File: src/rtl/bcd_counter_if.sv
`default_nettype none
// +-----------------------------------------------------------------------+
// | bcd_counter_if                                                        |
// | Control inputs and digit/status outputs of the four-digit BCD counter.|
// | Revision: 1.0                                                         |
// +-----------------------------------------------------------------------+
interface bcd_counter_if;
    logic        en;
    logic        up;
    logic        clr;
    logic        load;
    logic [15:0] load_val;
    logic [6:0]  digit0;
    logic [6:0]  digit1;
    logic [6:0]  digit2;
    logic [6:0]  digit3;
    logic        step;
    logic        wrap;

    modport master (
        output en, up, clr, load, load_val,
        input  digit0, digit1, digit2, digit3, step, wrap
    );

    modport slave (
        input  en, up, clr, load, load_val,
        output digit0, digit1, digit2, digit3, step, wrap
    );
endinterface
`default_nettype wire

File: src/rtl/bcd_counter.sv
`default_nettype none
// +-----------------------------------------------------------------------+
// | bcd_counter                                                           |
// | Four-digit BCD up/down counter stepped by an en-gated prescaler.      |
// | Revision: 1.0                                                         |
// +-----------------------------------------------------------------------+
module bcd_counter #(
    parameter int TICK_DIV = 50_000_000
) (
    input  logic          clk,
    input  logic          rst_n,
    bcd_counter_if.slave  bus
);
    localparam int                 c_PRE_W   = (TICK_DIV > 1) ? $clog2(TICK_DIV) : 1;
    localparam logic [c_PRE_W-1:0] c_PRE_MAX = c_PRE_W'(TICK_DIV - 1);

    logic [c_PRE_W-1:0] r_pre;
    logic [15:0]        r_dig;
    logic               r_wrap;

    logic        w_step;
    logic [3:0]  w_lim;
    logic [3:0]  w_cin;
    logic [15:0] w_nxt;
    logic [15:0] w_ld;
    logic        w_cout;

    assign w_step = bus.en & (r_pre == c_PRE_MAX) & ~bus.clr & ~bus.load;

    // A digit rolls over when it sits at its limit and every lower digit does too.
    always_comb begin
        w_cin[0] = 1'b1;
        for (int i = 1; i < 4; i++) begin
            w_cin[i] = w_cin[i-1] & w_lim[i-1];
        end
    end
    assign w_cout = w_cin[3] & w_lim[3];

    for (genvar gi = 0; gi < 4; gi++) begin : g_digit
        logic [3:0] w_cur;
        logic [3:0] w_src;

        assign w_cur     = r_dig[4*gi +: 4];
        assign w_src     = bus.load_val[4*gi +: 4];
        assign w_lim[gi] = bus.up ? (w_cur == 4'd9) : (w_cur == 4'd0);
        assign w_ld[4*gi +: 4] = (w_src > 4'd9) ? 4'd0 : w_src;

        always_comb begin
            w_nxt[4*gi +: 4] = w_cur;
            if (w_cin[gi]) begin
                if (bus.up) begin
                    w_nxt[4*gi +: 4] = w_lim[gi] ? 4'd0 : w_cur + 4'd1;
                end else begin
                    w_nxt[4*gi +: 4] = w_lim[gi] ? 4'd9 : w_cur - 4'd1;
                end
            end
        end
    end

    always_ff @(posedge clk) begin
        if (!rst_n) begin
            r_dig  <= '0;
            r_pre  <= '0;
            r_wrap <= 1'b0;
        end else if (bus.clr) begin
            r_dig  <= '0;
            r_pre  <= '0;
            r_wrap <= 1'b0;
        end else if (bus.load) begin
            r_dig  <= w_ld;
            r_pre  <= '0;
            r_wrap <= 1'b0;
        end else begin
            r_wrap <= w_step & w_cout;
            if (w_step) begin
                r_dig <= w_nxt;
            end
            if (bus.en) begin
                r_pre <= (r_pre == c_PRE_MAX) ? '0 : r_pre + 1'b1;
            end
        end
    end

    assign bus.digit0 = {3'b000, r_dig[3:0]};
    assign bus.digit1 = {3'b000, r_dig[7:4]};
    assign bus.digit2 = {3'b000, r_dig[11:8]};
    assign bus.digit3 = {3'b000, r_dig[15:12]};
    assign bus.step   = w_step;
    assign bus.wrap   = r_wrap;
endmodule
`default_nettype wire

File: src/flat_wrapper.sv
// flat-port wrapper written by rule: the top's interface ports become plain ports
module bcd_counter_flat 
#(
    parameter int TICK_DIV = 50_000_000
)
  (clk, rst_n, bus_en, bus_up, bus_clr, bus_load, bus_load_val, bus_digit0, bus_digit1, bus_digit2, bus_digit3, bus_step, bus_wrap);
  bcd_counter_if bus_i ();
  input  logic clk;
  input  logic rst_n;
  input wire logic [$bits(bus_i.en)-1:0] bus_en;
  input wire logic [$bits(bus_i.up)-1:0] bus_up;
  input wire logic [$bits(bus_i.clr)-1:0] bus_clr;
  input wire logic [$bits(bus_i.load)-1:0] bus_load;
  input wire logic [$bits(bus_i.load_val)-1:0] bus_load_val;
  output wire logic [$bits(bus_i.digit0)-1:0] bus_digit0;
  output wire logic [$bits(bus_i.digit1)-1:0] bus_digit1;
  output wire logic [$bits(bus_i.digit2)-1:0] bus_digit2;
  output wire logic [$bits(bus_i.digit3)-1:0] bus_digit3;
  output wire logic [$bits(bus_i.step)-1:0] bus_step;
  output wire logic [$bits(bus_i.wrap)-1:0] bus_wrap;
  assign bus_i.en = bus_en;
  assign bus_i.up = bus_up;
  assign bus_i.clr = bus_clr;
  assign bus_i.load = bus_load;
  assign bus_i.load_val = bus_load_val;
  assign bus_digit0 = bus_i.digit0;
  assign bus_digit1 = bus_i.digit1;
  assign bus_digit2 = bus_i.digit2;
  assign bus_digit3 = bus_i.digit3;
  assign bus_step = bus_i.step;
  assign bus_wrap = bus_i.wrap;
  bcd_counter #(.TICK_DIV(TICK_DIV)) u_core (.clk(clk), .rst_n(rst_n), .bus(bus_i));
endmodule
File: config.mk
export PLATFORM = sky130hd
export DESIGN_NAME = bcd_counter_flat
export DESIGN_NICKNAME = d
export VERILOG_FILES = /design/src/rtl/bcd_counter_if.sv /design/src/rtl/bcd_counter.sv /design/src/flat_wrapper.sv
export SDC_FILE = /design/constraint.sdc
export NUM_CORES = 1
export LEC_CHECK = 0
export BUFFER_PORTS_ARGS = -buffer_cell sky130_fd_sc_hd__buf_2
export CAP_MARGIN = 10
export CORE_MARGIN = 5
export CORE_UTILIZATION = 53
export CTS_BUF_LIST = sky130_fd_sc_hd__clkbuf_4 sky130_fd_sc_hd__clkbuf_8
export DETAILED_ROUTE_END_ITERATION = 6
export PLACE_DENSITY = 0.78
export SYNTH_ARGS = -nofsm -noshare
export SYNTH_HDL_FRONTEND = slang
export SYNTH_SLANG_ARGS = --single-unit
File: constraint.sdc
create_clock -name clk -period 2.2 [get_ports clk]
set_input_delay 0.22 -clock clk [delete_from_list [all_inputs] [get_ports clk]]
set_output_delay 0.22 -clock clk [all_outputs]
set_load 0.05 [all_outputs]
==> metrics list, run 1 <==
- Run status: completed
- Most numerous cell in the Yosys netlist: sky130_fd_sc_hd__nor2_1
- Number of antenna repair diodes: 0
- Total area of multi-input combinational cells: 0.00205 mm²
- Measured against its own limit, the worst slew margin works out to 0.595.
- Yosys printed 0 warnings.
- A synthesized cell averages 7.90 µm².
- By area, the combinational part of the netlist is dominated by simple AND/OR/NAND/NOR gates.
* Fraction of registers with async set or reset after synthesis: 0
- After clock tree synthesis, the clock-pin slew on the worst setup and hold paths is 0.09 ns.
- Setup violations remaining at the end of the flow were counted as 0.
- TritonCTS built the clock tree.
* Final ANT Viol Nets: 0
- In this run, distinct cell masters in the synthesized netlist total 60.
- Clock Sinks: 43
- Worst Hold Class: input port to flip-flop
- After detailed placement, the design holds a cell count of 493.
- Vias after detailed routing: 2993
* Post-DR vias/cell: 5.89
- Counting every instance in the synthesized netlist gives 379.
- The worst setup path is launched from a flip-flop.
* Sequential power share: 0.492
* Synth Area in Compound Gates: 0.163
* Worst-case setup margin in the final layout: 0.0556 ns
- Yosys attributes the largest share of cell area to sky130_fd_sc_hd__dfxtp_1 (29%), sky130_fd_sc_hd__xor2_1 (7.3%), sky130_fd_sc_hd__nor2_1 (5.5%), sky130_fd_sc_hd__ha_1 (5.4%), sky130_fd_sc_hd__a21oi_1 (4.0%).
* Post-CTS Hold Buffers: 0
- For this run, the leading register cell type out of synthesis is sky130_fd_sc_hd__dfxtp_1.
- The commonest cells after synthesis are sky130_fd_sc_hd__nor2_1 (44), sky130_fd_sc_hd__dfxtp_1 (43), sky130_fd_sc_hd__xor2_1 (25).
- After detailed routing, the average wire length per cell comes to 15.6 µm.
- In this run the most critical hold path is launched from bus_load_val[0].
* Post-synthesis sequential area ratio: 0.288
- Of all nets on the critical path, the largest fanout is 2.
- Horiz. Die Dim: 85.2 µm
* Share of cells above drive strength 1: 0.252
- The first routing iteration left 265 violations.
- Core ar.: 0.00551 mm²
- For this run, the post-layout net count is 470.
* Std cell rows: 27
- Dividing the final minimum period by the clock period gives 0.975.
* P_int: 1.13 mW
- Layout-stage area growth over the synthesis result: 21.8%
* Switching share of power: 0.309
- Family of cells with the greatest summed delay on the critical path: simple AND/OR/NAND/NOR gates
- Before antenna repair, the detailed router went through 6 iterations.
- During placement, the flow inserted port buffers numbering 39.
* Max Cap Viol: 0
- The first global-routing pass estimated 12.9 mm of wire.
* FMAX: 466 MHz
- Slowest Stage Delay on Critical Path: 0.56 ns
* Slew Limit Fails: 0
- For this design the total switching power over the nets is 0.507 mW.
* CP endpoint kind: output pin
- Summed over all instances, the cell type with the most area after synthesis is sky130_fd_sc_hd__dfxtp_1.
- Remaining DRCs: 0
- Clock skew on the completed layout was measured at 0.0120 ns.
- The critical path is of the flip-flop to output pin type.
- For this design, the slowest cell found on the critical path is sky130_fd_sc_hd__or4_4.
- Registers take 876 µm².
- The portion of synthesized area spent on multiplexers is 0.0201.
- For the worst setup path, the data arrival time is 1.92 ns.
- Adder and majority cell fraction of the synthesized area: 0.0543
- Number of flops mapped to enable cells by yosys: 0
- Total die area: 0.00725 mm²
* Post-Route WL: 7.93 mm
- In this run, synthesis produced a sequential element count of 43.
- RePlAce Congestion: 0.892
- Worst-skew pair later-pin latency: 0.30 ns
- Total global-route track usage: 0.214
- Static power due to leakage: 1.47 nW
* Clock buffers created by TritonCTS: 5
* Critical Path Source: u_core.r_pre[7]
- Maximum level of the CTS H-tree: 2
- Minimum clock period: 2.14 ns
- The number of buffers and inverters on the critical path is 2.
* Starting Density: 0.544
- Ports: 52
* Total count of hold-check failures in the final report: 0
* Fill cell total of the finished layout: 453
- Summed over all nets, the half-perimeter wirelength after detailed placement is 5.60 mm.
- Via count of the first global-routing pass: 2822
- Antenna violations before repair: 0
- Entering global routing, the biggest net connects 26 pins.
- Die Height: 85.2 µm
* Buffer cell driving the clock tree root: sky130_fd_sc_hd__clkbuf_8
* Reg-to-Reg Start: u_core.r_pre[7]
- Of the total synthesized cell area, the portion taken by AND, OR, NAND and NOR gates is 0.311.
- Portion of total power attributed to combinational logic: 0.196
* Hold WS: 0.184 ns
- The share of synthesized area in the top cell type comes to 0.288.
* Combined area of all synthesized cells: 0.00299 mm²
- Worst IR drop on VDD: 0.000316 V
- Global routing finished with a remaining overflow of 0.
* Ordered cell list for the critical path: or4_4, nor4_4, buf_4, nand2_2, nor2_4, buf_8
* Xor-xnor portion of the synthesized cell area: 0.0848
* Clock group share of total power: 0.313
- Non-filler instance count after layout: 508
- Worst-Margin Slew: 0.605 ns
- Timing analysis after detailed placement gives a worst setup slack of 0.0359 ns.
- Data on the critical path is required at its endpoint by 1.98 ns.
* Maximum count of clock buffers along a single path: 2
- Power density over the cells: 450 mW/mm²
[metrics by stage]
step | power [mW] | setup TNS, ns | cell area [µm²] | utilization
floorplan | 1.05 | 0 | 3080 | -
global placement | 1.11 | 0 | 3370 | 0.611
detailed placement | 1.12 | 0 | 3370 | 0.611
CTS | 1.62 | 0 | 3480 | 0.632
global route | 1.72 | -0.0438 | 3650 | 0.662
finish | 1.64 | 0 | 3650 | 0.662
[power groups by stage]
stage	combinational (mW)	clock, mW	sequential [mW]
4_1_cts	0.295	0.519	0.806
3_3_place_gp	0.288	0	0.823
2_1_floorplan	0.201	0	0.851
6_report	0.321	0.513	0.807
3_5_place_dp	0.294	0	0.824
5_1_grt	0.346	0.560	0.809
[worst min-delay path: cells and delay by family]
family	cells	cell delay (ns)
simple gates	1	0.08
buf+inv	1	0.09
compound gates	1	0.07
[layer usage]
layer,share of wire,global-route usage,vias up
li1,-,-,1453
met2,0.51,0.371,100
met4,0.022,0.0820,0
met3,0.058,0.0408,19
met1,0.41,0.260,1421
met5,0,0,-
[flip-flops by register name, summed over array words and instances, names as in the netlist]
register,flops
u_core.bus.wrap,1
u_core.r_dig,16
u_core.r_pre,26
[placed cells by master, fill, tap and decap left out, types with 4 or more instances in the layout]
master	netlist	layout
sky130_fd_sc_hd__a21oi_1	24	24
sky130_fd_sc_hd__buf_4	12	23
sky130_fd_sc_hd__nor3_1	4	4
sky130_fd_sc_hd__dfxtp_2	0	6
sky130_fd_sc_hd__dfxtp_1	43	35
sky130_fd_sc_hd__and3_1	7	7
sky130_fd_sc_hd__inv_1	15	13
sky130_fd_sc_hd__nand3b_1	4	4
sky130_fd_sc_hd__nand4_1	17	17
sky130_fd_sc_hd__xor2_1	25	25
sky130_fd_sc_hd__buf_2	1	38
sky130_fd_sc_hd__nand2b_1	6	6
sky130_fd_sc_hd__o21ai_0	20	18
sky130_fd_sc_hd__mux2i_1	6	6
sky130_fd_sc_hd__nor2_1	44	42
sky130_fd_sc_hd__xnor2_1	4	4
sky130_fd_sc_hd__clkbuf_8	0	5
sky130_fd_sc_hd__ha_1	13	11
sky130_fd_sc_hd__nand3_1	21	21
sky130_fd_sc_hd__conb_1	1	12
sky130_fd_sc_hd__nand2_1	23	22
sky130_fd_sc_hd__nor2b_1	6	6
[cell families after synthesis]
family,count (synthesis)
simple gates,164
compound gates,77
buf+inv,46
flops,43
xor+xnor,29
fa+ha+maj,13
mux,6
other cells,1
[cell type report]
cell class | instances | area share
clock buffers | 6 | 0.0209
clock inverters | 2 | 0.00343
inverters | 16 | 0.0172
multi-input cells | 301 | 0.561
flip-flops and latches | 43 | 0.240
well taps | 72 | 0.0247
repair buffers | 68 | 0.132
[what timing repair did]
action / in CTS / in global routing
buffers inserted: 2 / 2
pin swaps: 1 / 7
endpoints found under the setup margin: 1 / 33
resized for setup: 3 / 23
gates cloned: 0 / 3
[worst paths after layout]
check	depth (start not counted)	slack (ns)	endpoint
setup / recovery	6	0.06	bus_step
setup reg to reg	6	0.08	u_core.r_pre[9]
hold reg to reg	2	0.52	u_core.r_pre[19]
hold / removal	3	0.18	u_core.r_dig[0]
Power figures use the tool's default switching activity.
==> run 2, diff against run 1 <==
--- a/config.mk
+++ b/config.mk
@@ -7,11 +7,10 @@
 export LEC_CHECK = 0
 export BUFFER_PORTS_ARGS = -buffer_cell sky130_fd_sc_hd__buf_2
 export CAP_MARGIN = 10
-export CORE_MARGIN = 5
 export CORE_UTILIZATION = 53
 export CTS_BUF_LIST = sky130_fd_sc_hd__clkbuf_4 sky130_fd_sc_hd__clkbuf_8
 export DETAILED_ROUTE_END_ITERATION = 6
-export PLACE_DENSITY = 0.78
+export PLACE_DENSITY_LB_ADDON = 0.08
 export SYNTH_ARGS = -nofsm -noshare
 export SYNTH_HDL_FRONTEND = slang
 export SYNTH_SLANG_ARGS = --single-unit
==> metrics list, run 2 (synthesized netlist as in run 1, its figures left out) <==
* Destination of the worst register-to-register timing path: u_core.r_pre[15]
- Worst EP required: 2.39 ns
* Max reg flops: 26
* Remaining global-route overflow: 0
* Launch point of the worst hold path: bus_load_val[0]
- 52 I/O pins were placed.
- Number of antenna repair diodes: 0
- No sink is reached through more buffers than the 2 on the longest clock path.
- Clock Sinks: 43
- Worst-case setup margin in the final layout: 0.0627 ns
- Pin count of the biggest net entering global routing: 26
- Post-CTS Hold Buffers: 0
- Max Cap Viol: 0
* Starting Density: 0.547
- For the final routed database, the setup TNS stands at 0 ns.
- CP endpoint kind: flip-flop
- In this run the register-to-register setup slack is 0.06 ns.
* Layout Skew: 0.00457 ns
- Worst hold path depth: 3
* Total die area: 0.00595 mm²
- In the routed design, unresolved DRC markers number 0.
- The worst register-to-register path has a depth of 6.
- The worst setup path is launched from a flip-flop.
- The area growth from synthesis to layout is 23.7%.
* Power density over the cells: 473 mW/mm²
* Worst-skew pair later-pin latency: 0.30 ns
- After floorplanning, the core was sized to cover 0.00547 mm².
- For this block, the via count after detailed routing is 2917.
* Worst Hold Class: input port to flip-flop
* Via count of the first global-routing pass: 2652
- Highest-count cells in the layout ignoring fill and taps: sky130_fd_sc_hd__nor2_1 (43), sky130_fd_sc_hd__buf_2 (38), sky130_fd_sc_hd__dfxtp_1 (35)
- RePlAce Congestion: 0.868
- FMAX: 468 MHz
* Static power due to leakage: 1.52 nW
- In the final design database the tool counted 477 nets.
- Post-layout instance area: 0.00370 mm²
- Buffer cell driving the clock tree root: sky130_fd_sc_hd__clkbuf_8
* Total global-route track usage: 0.245
* M2 GR Usage: 0.458
* Hold WS: 0.182 ns
- Run status: completed
- Kind of critical path: flip-flop to flip-flop
- Global-route layer with the greatest usage: met2
* Total count of hold-check failures in the final report: 0
* Leading cell type in the layout, fill and taps excluded: sky130_fd_sc_hd__nor2_1
- Share of cells above drive strength 1: 0.257
- Dpl cells: 501
- Dividing the final minimum period by the clock period gives 0.972.
- Biggest register: u_core.r_pre
- Post-Route WL: 7.65 mm
- Highest fanout seen on the critical path: 6
* Worst setup slack before clock tree synthesis: 0.0468 ns
- Post-DP Area: 0.00343 mm²
* Worst IR drop on VDD: 0.000355 V
- CTS built an H-tree with a depth of 2.
* Std cell rows: 27
* Antenna violations before repair: 0
- Non-filler instance count after layout: 515
- Worst-Margin Slew: 0.618 ns
- Count of TritonRoute iterations in the first routing pass: 4
- Total of buffers placed on input and output ports: 39
* Number of setup violations in the final report: 0
* Initial DRC Count: 216
* Final ANT Viol Nets: 0
- Setup repair after global routing left no endpoint under its margin.
* Clock buffers created by TritonCTS: 5
- Dividing the detail-routed wire length by the instance count gives 14.9 µm.
* Reg-to-Reg Start: u_core.r_pre[7]
* Slew Limit Fails: 0
- For this run, global-route usage on met3 was measured as 0.0333.
- Measured against its own limit, the worst slew margin works out to 0.586.
- Clock tree from TritonCTS: done
- The first global-routing pass estimated 11.9 mm of wire.
- Die Height: 77.2 µm
* Horiz. Die Dim: 77.2 µm
* Post-DR vias/cell: 5.66
- Hold-critical path endpoint: u_core.r_dig[0]
- Data arrival time of the worst path: 2.33 ns
- After layout, the minimum clock period comes to 2.14 ns.
- Clock Pin Slew Worst Setup and Hold Paths: 0.09 ns
- After legalization and detailed placement, the total HPWL measured 5.32 mm.
- Met1 Track Usage GR: 0.288
## run 2: layout make-up
type                            instances  area [µm²]
Clock inverter                          3        43.8
Inverter                               16        60.1
Sequential cell                        43         876
Multi-Input combinational cell        301        2030
Fill cell                             475        1770
Timing Repair Buffer                   75         534
Clock buffer                            5        68.8
Tap cell                               72        90.1
## run 2: worst max path at each step
stage,start,end,cells past startpoint
floorplan,u_core.r_dig[4],u_core.r_dig[11],7
global placement,u_core.r_pre[7],u_core.r_pre[20],6
detailed placement,u_core.r_pre[7],u_core.r_pre[19],6
CTS,u_core.r_pre[7],u_core.r_pre[19],6
global route,u_core.r_dig[0],u_core.r_dig[14],7
finish,u_core.r_pre[7],u_core.r_pre[15],6
## run 2: per-layer routing
layer / vias up / wire length, µm
li1: 1473 / -
met1: 1365 / 3230
met2: 67 / 4010
met3: 12 / 292
met4: 0 / 117
met5: - / 0
## run 2: worst max-delay path, stage by stage (launching register included)
cell and delay [ns]:
sky130_fd_sc_hd__dfxtp_1 0.32, sky130_fd_sc_hd__or4_4 0.56, sky130_fd_sc_hd__or4_4 0.46, sky130_fd_sc_hd__or3_4 0.38
sky130_fd_sc_hd__nand2_8 0.12, sky130_fd_sc_hd__clkbuf_16 0.15, sky130_fd_sc_hd__nor2_1 0.04
## run 2: power by group
group / switching, mW / internal, mW
registers: 0.0130 / 0.787
clock network: 0.287 / 0.338
logic: 0.212 / 0.113
## run 2: per-stage QoR
stage | util | total power, mW
3_3_place_gp | 0.626 | 1.12
3_5_place_dp | 0.626 | 1.12
2_1_floorplan | - | 1.05
6_report | 0.676 | 1.75
5_1_grt | 0.676 | 1.81
4_1_cts | 0.651 | 1.75
## run 2: repair_timing
item / in CTS / in global routing
cloned: 0 / 3
setup endpoints to repair: 1 / 31
pin swaps: 2 / 7
resized for setup: 3 / 16
setup buffers: 2 / 1
==> run 3, diff against run 2 <==
--- a/config.mk
+++ b/config.mk
@@ -11,6 +11,7 @@
 export CTS_BUF_LIST = sky130_fd_sc_hd__clkbuf_4 sky130_fd_sc_hd__clkbuf_8
 export DETAILED_ROUTE_END_ITERATION = 6
 export PLACE_DENSITY_LB_ADDON = 0.08
+export REMOVE_ABC_BUFFERS = 1
 export SYNTH_ARGS = -nofsm -noshare
 export SYNTH_HDL_FRONTEND = slang
 export SYNTH_SLANG_ARGS = --single-unit
==> metrics list, run 3 (synthesized netlist as in run 1, its figures left out) <==
- The run finished, with violations left.
- Failing checks: negative setup slack
- Dpl cells: 506
- Clock tree from TritonCTS: done
* Clock buffers created by TritonCTS: 5
- The tightest hold path in the finished design has a slack of 0.202 ns.
- Via count of the first global-routing pass: 2651
- Static power due to leakage: 1.54 nW
- In this run the count of I/O pins placed on the die edge is 52.
- Of the cells placed in the final design, the portion with a size suffix greater than 1 is 0.271.
- Buffer cell driving the clock tree root: sky130_fd_sc_hd__clkbuf_8
- On the final layout, the worst clock skew is 0.0117 ns.
- Worst Hold Class: input port to flip-flop
- The worst setup path is captured at a flip-flop.
* Total of buffers placed on input and output ports: 39
- Period Utilization, post-route: 1.02
- Path depth of the worst reg2reg path: 7
- Slew Limit Fails: 0
- FMAX: 443 MHz
- Data on the critical path is required at its endpoint by 2.39 ns.
- Final HPWL DP: 5.19 mm
- Setup repair after global routing missed its margin: yes
* Worst IR drop on VDD: 0.000367 V
- Worst-case setup margin in the final layout: -0.0548 ns
* Pin count of the biggest net entering global routing: 30
* Data arrival time of the worst path: 2.44 ns
* Post-CTS Hold Buffers: 0
* Starting Density: 0.547
- The number of antenna violations at the first check in global routing came to 0.
* Non-filler instance count after layout: 519
* Total global-route track usage: 0.254
- Max Cap Viol: 0
- Leading cell type in the layout, fill and taps excluded: sky130_fd_sc_hd__dfxtp_1
* Remaining DRCs: 0
- The congestion estimate from routability-driven global placement came to 0.844.
- The worst hold path was traced through 3 stages.
- Power density over the cells: 442 mW/mm²
- The final-report hold violation count was 0.
- Number of nets in the layout: 481
* Core ar.: 0.00547 mm²
* Count of TritonRoute iterations in the first routing pass: 4
- Vias after detailed routing: 2934
* Std cell rows: 27
* Worst setup slack before clock tree synthesis: -0.0272 ns
* Max reg flops: 26
- STA classifies the critical path startpoint as a flip-flop.
* Minimum clock period: 2.25 ns
* Initial DRC Count: 155
- The repair_antennas step left the layout with diodes totalling 0.
- Layout-stage area growth over the synthesis result: 25.2%
* Post-Route WL: 7.56 mm
* First-pass GRT wire length: 12.0 mm
- Highest fanout seen on the critical path: 7
- In the final routed layout, each cell accounts on average for 14.6 µm.
* Worst-skew pair later-pin latency: 0.30 ns
* Final ANT Viol Nets: 0
* Kind of critical path: flip-flop to flip-flop
- Clock Pin Slew Worst Setup and Hold Paths: 0.09 ns
* Clock Sinks: 43
* Post-DR vias/cell: 5.65
- The floorplan step set the die width to 77.2 µm.
* Biggest register: u_core.r_pre
- Total die area: 0.00595 mm²
- From bottom edge to top edge, the die measures 77.2 µm.
- Number of setup violations in the final report: 25
- Maximum count of clock buffers along a single path: 2
- The H-tree generated during clock tree synthesis spans 2 levels.
- Remaining global-route overflow: 0
- In the layout the commonest cells are sky130_fd_sc_hd__dfxtp_1 (41), sky130_fd_sc_hd__buf_2 (38), sky130_fd_sc_hd__buf_4 (34).
-- run 3: cell types whose count changed in the layout (fill, tap and decap cells not counted), sizes merged --
cell	change
clkbuf	+1
bufbuf	+1
clkinv	-1
buf	+4
bufinv	-1
-- run 3: power by group --
| group | internal, mW | switching, mW | leakage (nW) |
|---|---|---|---|
| registers | 0.788 | 0.0139 | 0.349 |
| logic | 0.118 | 0.215 | 1.14 |
| clock network | 0.248 | 0.275 | 0.0491 |
-- run 3: stage by stage --
| stage | util | setup TNS, ns | power [mW] | cell area, µm² |
|---|---|---|---|---|
| global route | 0.685 | -2.31 | 1.73 | 3750 |
| detailed placement | 0.628 | -0.442 | 1.12 | 3430 |
| finish | 0.685 | -0.845 | 1.66 | 3750 |
| floorplan | - | -3.26 | 1.01 | 2860 |
| CTS | 0.661 | -0.330 | 1.66 | 3620 |
| global placement | 0.628 | -0.104 | 1.12 | 3430 |
-- run 3: layer usage --
| layer | wire [µm] | global-route usage | vias to the layer above |
|---|---|---|---|
| li1 | - | - | 1476 |
| met1 | 3310 | 0.304 | 1373 |
| met2 | 3850 | 0.442 | 72 |
| met3 | 242 | 0.0405 | 13 |
| met4 | 148 | 0.111 | 0 |
| met5 | 0 | 0 | - |
-- run 3: final cells by class --
type / instances / area, µm²
inverter: 16 / 60.1
sequential: 43 / 863
multi-input combinational: 301 / 2060
clock inverter: 1 / 5.00
tap: 72 / 90.1
timing repair buffer: 79 / 586
fill: 493 / 1720
clock buffer: 7 / 83.8
-- run 3: worst max-delay path: stages, from the launching register on --
cell                      delay, ns
sky130_fd_sc_hd__dfxtp_2       0.33
sky130_fd_sc_hd__or4_4         0.53
sky130_fd_sc_hd__or4_4         0.51
sky130_fd_sc_hd__or3_1         0.33
sky130_fd_sc_hd__nand2_2       0.12
sky130_fd_sc_hd__buf_12        0.13
sky130_fd_sc_hd__buf_12        0.14
sky130_fd_sc_hd__nor2_2        0.05
-- run 3: final timing paths --
path,startpoint,to,slack [ns]
worst min-delay path,bus_load_val[0],u_core.r_dig[0],0.20
worst min register to register,u_core.r_pre[19],u_core.r_pre[19],0.52
worst max-delay path,u_core.r_pre[7],u_core.r_pre[3],-0.05
worst max register to register,u_core.r_pre[7],u_core.r_pre[3],-0.05
-- run 3: repair_timing --
| action | CTS | global route |
|---|---|---|
| gates cloned | 1 | 1 |
| hold endpoints to repair | 0 | 0 |
| pin swaps | 10 | 16 |
| setup endpoints to repair | 32 | 34 |
| setup buffers | 3 | 0 |
| resized for setup | 7 | 30 |
